**config.mk**
```make
export PLATFORM = sky130hd
export DESIGN_NAME = peripheral_hub
export DESIGN_NICKNAME = d
export VERILOG_FILES = /design/src/rtl/peripheral_hub.sv
export SDC_FILE = /design/constraint.sdc
export NUM_CORES = 1
export LEC_CHECK = 0
export CORE_AREA = 2 2 97 192
export DETAILED_ROUTE_END_ITERATION = 8
export DIE_AREA = 0 0 99 194
export PLACE_DENSITY = 0.79
export REMOVE_ABC_BUFFERS = 1
export SLEW_MARGIN = 30
export SYNTH_ARGS = -nofsm -noshare
export SYNTH_HDL_FRONTEND = slang
export SYNTH_SLANG_ARGS = --single-unit
```
**constraint.sdc**
```tcl
create_clock -name clk -period 7.8 [get_ports clk]
set_input_delay 1.56 -clock clk [delete_from_list [all_inputs] [get_ports clk]]
set_output_delay 1.56 -clock clk [all_outputs]
set_load 0.02 [all_outputs]
```
**src/rtl/peripheral_hub.sv**
```systemverilog
// Memory-mapped peripheral hub: reloadable timer with level interrupt, LED register,
// free-running cycle counter and a multiplexed 7-segment display scanner.
module peripheral_hub #(
  parameter logic [31:0] BASE_ADDRESS = 32'h4000_0000,
  parameter int          LED_WIDTH    = 8,
  parameter int          DIGIT_COUNT  = 4,
  parameter logic [15:0] SCAN_DIVIDER = 16'd50000
) (
  input  logic                   clk,
  input  logic                   reset,
  input  logic [31:0]            i_address,
  input  logic                   i_control_read,
  input  logic                   i_control_write,
  input  logic [31:0]            i_control_write_data,
  output logic [31:0]            o_control_read_data,
  output logic [LED_WIDTH-1:0]   o_led,
  output logic [DIGIT_COUNT-1:0] o_digit_select,
  output logic [7:0]             o_segment,
  output logic                   o_irq
);

  localparam logic [31:0] OFF_TH   = 32'h0000_0000;
  localparam logic [31:0] OFF_TL   = 32'h0000_0004;
  localparam logic [31:0] OFF_TCON = 32'h0000_0008;
  localparam logic [31:0] OFF_LED  = 32'h0000_000C;
  localparam logic [31:0] OFF_DIG  = 32'h0000_0010;
  localparam logic [31:0] OFF_CNT  = 32'h0000_0014;

  // Decimal-point bits sit in the top DIGIT_COUNT bits only when they clear the nibbles.
  localparam bit DP_FITS = ((5 * DIGIT_COUNT) <= 32);
  localparam int DP_BASE = DP_FITS ? (32 - DIGIT_COUNT) : 0;

  function automatic logic [31:0] digital_mask();
    logic [31:0] mask;
    mask = 32'h0000_0000;
    for (int i = 0; i < 32; i++) begin
      mask[i] = (i < (4 * DIGIT_COUNT)) || (DP_FITS && (i >= DP_BASE));
    end
    return mask;
  endfunction

  localparam logic [31:0] DIGITAL_MASK = digital_mask();

  function automatic logic [6:0] hex7(input logic [3:0] nib);
    logic [6:0] pat;
    case (nib)
      4'h0: pat = 7'h3F;
      4'h1: pat = 7'h06;
      4'h2: pat = 7'h5B;
      4'h3: pat = 7'h4F;
      4'h4: pat = 7'h66;
      4'h5: pat = 7'h6D;
      4'h6: pat = 7'h7D;
      4'h7: pat = 7'h07;
      4'h8: pat = 7'h7F;
      4'h9: pat = 7'h6F;
      4'hA: pat = 7'h77;
      4'hB: pat = 7'h7C;
      4'hC: pat = 7'h39;
      4'hD: pat = 7'h5E;
      4'hE: pat = 7'h79;
      4'hF: pat = 7'h71;
      default: pat = 7'h00;
    endcase
    return pat;
  endfunction

  function automatic logic [DIGIT_COUNT-1:0] select_n(input logic [2:0] idx);
    logic [DIGIT_COUNT-1:0] sel;
    for (int i = 0; i < DIGIT_COUNT; i++) begin
      sel[i] = (idx != 3'(i));
    end
    return sel;
  endfunction

  logic [31:0]            th_q, th_d, tl_q, tl_d, cnt_q, cnt_d, digital_q, digital_d;
  logic [LED_WIDTH-1:0]   led_q, led_d;
  logic                   timer_en_q, timer_en_d, irq_en_q, irq_en_d;
  logic                   irq_status_q, irq_status_d, irq_q, irq_d;
  logic [15:0]            presc_q, presc_d;
  logic [2:0]             idx_q, idx_d;
  logic [DIGIT_COUNT-1:0] sel_q, sel_d;
  logic [7:0]             seg_q, seg_d;

  logic [31:0] offset, read_data, led_ext;
  logic        wr_th, wr_tl, wr_tcon, wr_led, wr_dig, wr_cnt;
  logic        overflow, irq_set, presc_wrap;
  logic [3:0]  nibble;
  logic [4:0]  dp_pos;

  // Address decode and read mux; reads see register values from before any same-cycle write
  always_comb begin
    offset  = i_address - BASE_ADDRESS;
    wr_th   = i_control_write && (offset == OFF_TH);
    wr_tl   = i_control_write && (offset == OFF_TL);
    wr_tcon = i_control_write && (offset == OFF_TCON);
    wr_led  = i_control_write && (offset == OFF_LED);
    wr_dig  = i_control_write && (offset == OFF_DIG);
    wr_cnt  = i_control_write && (offset == OFF_CNT);
    led_ext = 32'h0000_0000;
    led_ext[LED_WIDTH-1:0] = led_q;
    read_data = 32'h0000_0000;
    if (i_control_read) begin
      case (offset)
        OFF_TH:   read_data = th_q;
        OFF_TL:   read_data = tl_q;
        OFF_TCON: read_data = {29'h0, irq_status_q, irq_en_q, timer_en_q};
        OFF_LED:  read_data = led_ext;
        OFF_DIG:  read_data = digital_q;
        OFF_CNT:  read_data = cnt_q;
        default:  read_data = 32'h0000_0000;
      endcase
    end else begin
      read_data = 32'h0000_0000;
    end
  end

  assign o_control_read_data = read_data;

  // Register, timer and interrupt next state; a TL write beats reload, an overflow beats W1C
  always_comb begin
    overflow = timer_en_q && (tl_q == 32'hFFFF_FFFF);
    irq_set  = overflow && irq_en_q && !wr_tl;
    th_d     = wr_th ? i_control_write_data : th_q;
    if (wr_tl) begin
      tl_d = i_control_write_data;
    end else if (overflow) begin
      tl_d = th_q;
    end else if (timer_en_q) begin
      tl_d = tl_q + 32'd1;
    end else begin
      tl_d = tl_q;
    end
    timer_en_d = wr_tcon ? i_control_write_data[0] : timer_en_q;
    irq_en_d   = wr_tcon ? i_control_write_data[1] : irq_en_q;
    if (irq_set) begin
      irq_status_d = 1'b1;
    end else if (wr_tcon && i_control_write_data[2]) begin
      irq_status_d = 1'b0;
    end else begin
      irq_status_d = irq_status_q;
    end
    irq_d     = irq_status_d && irq_en_d;
    led_d     = wr_led ? i_control_write_data[LED_WIDTH-1:0] : led_q;
    digital_d = wr_dig ? (i_control_write_data & DIGITAL_MASK) : digital_q;
    cnt_d     = wr_cnt ? i_control_write_data : (cnt_q + 32'd1);
  end

  // Display scan; segments decode fresh DIGITAL data so writes show without waiting a scan slot
  always_comb begin
    presc_wrap = (presc_q == (SCAN_DIVIDER - 16'd1));
    presc_d    = presc_wrap ? 16'd0 : (presc_q + 16'd1);
    if (!presc_wrap) begin
      idx_d = idx_q;
    end else if (idx_q == 3'(DIGIT_COUNT - 1)) begin
      idx_d = 3'd0;
    end else begin
      idx_d = idx_q + 3'd1;
    end
    sel_d  = select_n(idx_d);
    nibble = digital_d[{idx_q, 2'b00} +: 4];
    dp_pos = 5'(DP_BASE) + {2'b00, idx_q};
    seg_d  = {(DP_FITS ? digital_d[dp_pos] : 1'b0), hex7(nibble)};
  end

  // State registers with asynchronous reset
  always_ff @(posedge clk or posedge reset) begin
    if (reset) begin
      th_q         <= 32'h0000_0000;
      tl_q         <= 32'h0000_0000;
      cnt_q        <= 32'h0000_0000;
      digital_q    <= 32'h0000_0000;
      led_q        <= '0;
      timer_en_q   <= 1'b0;
      irq_en_q     <= 1'b0;
      irq_status_q <= 1'b0;
      irq_q        <= 1'b0;
      presc_q      <= 16'd0;
      idx_q        <= 3'd0;
      sel_q        <= select_n(3'd0);
      seg_q        <= 8'h3F;
    end else begin
      th_q         <= th_d;
      tl_q         <= tl_d;
      cnt_q        <= cnt_d;
      digital_q    <= digital_d;
      led_q        <= led_d;
      timer_en_q   <= timer_en_d;
      irq_en_q     <= irq_en_d;
      irq_status_q <= irq_status_d;
      irq_q        <= irq_d;
      presc_q      <= presc_d;
      idx_q        <= idx_d;
      sel_q        <= sel_d;
      seg_q        <= seg_d;
    end
  end

  assign o_led          = led_q;
  assign o_irq          = irq_q;
  assign o_digit_select = sel_q;
  assign o_segment      = seg_q;

endmodule
```
==> metrics.cfg <==
[clock_tree]
cts_hold_buffers = 0
ctsLongestPathBuffers = 2
cts_resized = 0
clock-sinks = 171
clk-insertion-delay-late_ns = 0.44
cts_tree = yes
clk_pin_slew_ns = 0.07
post-cts-setup-buffers = 0
cts_made_buffers = 17
h-tree-depth = 4
clockRootBuffer = clkbuf_16

[critical_path]
cpPeakStageDelay_ns = 0.66
cp.required_ns = 6.24
cp.arrival_ns = 4.70
critPathSlowestCell = clkdlybuf4s50_1
path_cells = clkdlybuf4s50_1, nor4_1, nand4_1, nor2_1, nand2_1, nor2_2, buf_4, a222oi_1, a21boi_0, clkdlybuf4s50_1
crit_cells = 10
cpMostUsedCell = clkdlybuf4s50_1
endpoint_kind = output port
cp_top_family = buffers and inverters
crit_buf_inv = 3
critPathMaxFanout = 32
cp-start-kind = input pin
worstSetupPathType = input pin to output port
reg2reg_depth = 9

[finish]
syn2layout_area_growth_pct = 19.93
drive_above_1_share_pct = 11.92
nets = 1224
design_area_um2 = 11620
nFillCells = 1405
diodes = 0

[min_path]
hold_depth = 1
hp-class = register to register

[power]
power.density_nw_per_um2 = 154.1
leakage_uw = 0.004852
vdd_drop_max_v = 0.0001302

[grt]
grt_use_total_pct = 31.10
grt_pass1_wl_um = 46930
grt_overflow = 0
grt_pass1_vias = 8928
grt_start_max_net_pins = 100
antenna_found_initial = 0

[flow_run]
maxCapViolCount = 0

[detailed_routing]
viasPerCell = 6.503
first_pass_iters = 5
vias = 8916
drt_iter0_markers = 743
drc_errors = 0
wl_um = 29630
drtAntennaViolNets = 0
wire_per_inst_um = 21.61

[sta]
relSlewSlack_pct = 37.16
setup_viol = 0
rsz0062_at_grt = no
clock_skew_ns = 0.01376
slew_violations = 0
hold_violations = 0
tightest_slew_ns = 0.9426
finalCritPeriodShare_pct = 80.26
fmax_mhz = 159.7
tns_ns = 0
layout_min_cycle_time_ns = 6.261

[floorplanning]
fp.coreArea_um2 = 17700
die_w_um = 99
start_util_pct = 54.74
die_y_um = 194
ios = 121
dieArea_um2 = 19210
rows = 69

[synthesis]
ys_seq_elements = 171
yosysWarnings = 0
synth.avg_cell_area_um2 = 9.200
synth_area_um2 = 9688
synthFlopType = dfrtp_1
synth_cells = 1053
async_flop_share_pct = 100.0
synth_edf_count = 0
synth_cell_types = 56
ys_seq_area_share_pct = 44.29

[place]
io_buffers = 120
postPlaceCellArea_um2 = 11040
dp_hpwl_um = 20360
place_congestion = 0.9307

[outcome]
status = complete, no violations

-- layout by cell type, fill, tap and decap left out, types with 7 or more instances in the layout --
master and instances:
nand3_1 45, nor2_1 82, inv_1 17, buf_4 13, a21oi_1 93, o21ai_0 44
nand2_1 149, nor4_1 9, mux2i_1 14, clkbuf_16 17, nand4_1 15, nor3_1 11
clkdlybuf4s50_1 120, a22oi_1 68, and3_1 29, dfstp_2 9, a31oi_1 15, xnor2_1 19
a21o_1 10, mux4_2 7, mux2_2 57, o211ai_1 10, and2_1 22, xor2_1 25
ha_1 11, dfrtp_1 162
-- registers in the layout, indices dropped and copies added (netlist names) --
name / count
o_digit_select: 4
th_q: 32
cnt_q: 32
idx_q: 3
irq_en_q: 1
o_irq: 1
irq_status_q: 1
presc_q: 16
o_segment: 8
tl_q: 32
timer_en_q: 1
o_led: 8
digital_q: 32
-- layer usage --
layer  vias up  GRT usage, %  share of wire (%)
li1       3979             -                  -
met1      4359         34.03                 34
met2       459         55.76                 54
met3       119         4.542                6.2
met4         0         18.21                5.9
met5         -             0                  0
-- report_power, final --
group / internal (uW) / total (uW) / switching (uW)
registers: 887 / 887 / 0.00764
logic: 33.7 / 73.7 / 39.9
clock network: 460 / 830 / 369
-- metrics by stage --
stage	util [%]	cells	total power, uW	hold slack [ns]	setup WS (ns)
after floorplan	-	992	921.8	0.4251	0.7885
after global placement	62.36	1339	976.5	0.4465	1.591
after detailed placement	62.36	1339	977.4	0.4562	1.530
after CTS	65.59	1371	1797	0.4658	1.510
after global routing	65.65	1371	1838	0.4858	1.313
final	65.65	1371	1790	0.4648	1.539
-- Yosys cell counts, types with 2 or more instances --
master | n | area (um^2)
dfrtp_1 | 162 | 4054
nand2_1 | 149 | 559.3
a21oi_1 | 93 | 465.5
nor2_1 | 84 | 315.3
a22oi_1 | 68 | 510.5
mux2_2 | 57 | 641.9
clkbuf_1 | 51 | 191.4
nand3_1 | 45 | 225.2
o21ai_0 | 44 | 220.2
and3_1 | 29 | 181.4
xor2_1 | 25 | 219.0
and2_1 | 22 | 137.6
xnor2_1 | 19 | 166.4
inv_1 | 18 | 67.56
a31oi_1 | 15 | 93.84
mux2i_1 | 15 | 150.1
nand4_1 | 15 | 93.84
nor3_1 | 13 | 65.06
ha_1 | 11 | 137.6
a21o_1 | 10 | 75.07
nor4_1 | 10 | 62.56
o211ai_1 | 10 | 75.07
dfstp_2 | 9 | 236.5
mux4_2 | 7 | 157.7
and4_1 | 6 | 52.55
buf_2 | 6 | 30.03
a21boi_0 | 5 | 37.54
nor4_2 | 5 | 62.56
nand2b_1 | 4 | 25.02
nor2b_1 | 4 | 25.02
a222oi_1 | 3 | 30.03
a2bb2oi_1 | 3 | 26.28
o22ai_1 | 3 | 18.77
o31ai_1 | 3 | 22.52
a211oi_1 | 2 | 15.01
buf_1 | 2 | 7.510
buf_6 | 2 | 22.52
clkinv_1 | 2 | 7.510
nand3b_1 | 2 | 15.01
nor4b_1 | 2 | 17.52
o2111ai_1 | 2 | 17.52
or3_1 | 2 | 12.51
-- cell type report --
class / count / area [um^2] / area share, %
clock buffers: 21 / 460.4 / 3.963
clock inverters: 11 / 111.4 / 0.9584
inverters: 20 / 82.58 / 0.7108
multi-input cells: 801 / 5097 / 43.87
flip-flops and latches: 171 / 4290 / 36.93
well taps: 213 / 266.5 / 2.294
repair buffers: 134 / 1310 / 11.28
-- worst register-to-register path: stages (launching register included) --
cell and delay (ns):
dfrtp_1 0.48, ha_1 0.27, nand3_1 0.17, nor4_2 0.30
buf_4 0.21, nand4_1 0.50, or2_2 0.70, o21ai_0 0.22
a21oi_1 0.09, mux2_2 0.29
-- cells by family (layout without fill, tap and decap cells) --
group                    after synthesis  count (layout)  share of synthesized area, %
XOR/XNOR                              44              44                         3.978
AND/OR/NAND/NOR                      401             401                         20.04
AO/OA/AOI/OAI                        266             266                         17.10
buffers and inverters                 81             186                         3.371
multiplexers                          79              79                         9.802
adder cells (fa/ha/maj)               11              11                         1.421
flip-flops                           171             171                         44.29
-- path summary, 6_finish.rpt --
path,start,to,slack [ns]
min in group asynchronous,reset,o_led[5],1.63
worst max-delay path,i_address[17],o_control_read_data[0],1.54
worst min register to register,presc_q[0],presc_q[0],0.46
worst max register to register,tl_q[0],tl_q[3],4.45
worst min-delay path,presc_q[0],presc_q[0],0.46
max in group asynchronous,reset,cnt_q[28],5.02
No activity file was read; power rests on OpenSTA's default activity.
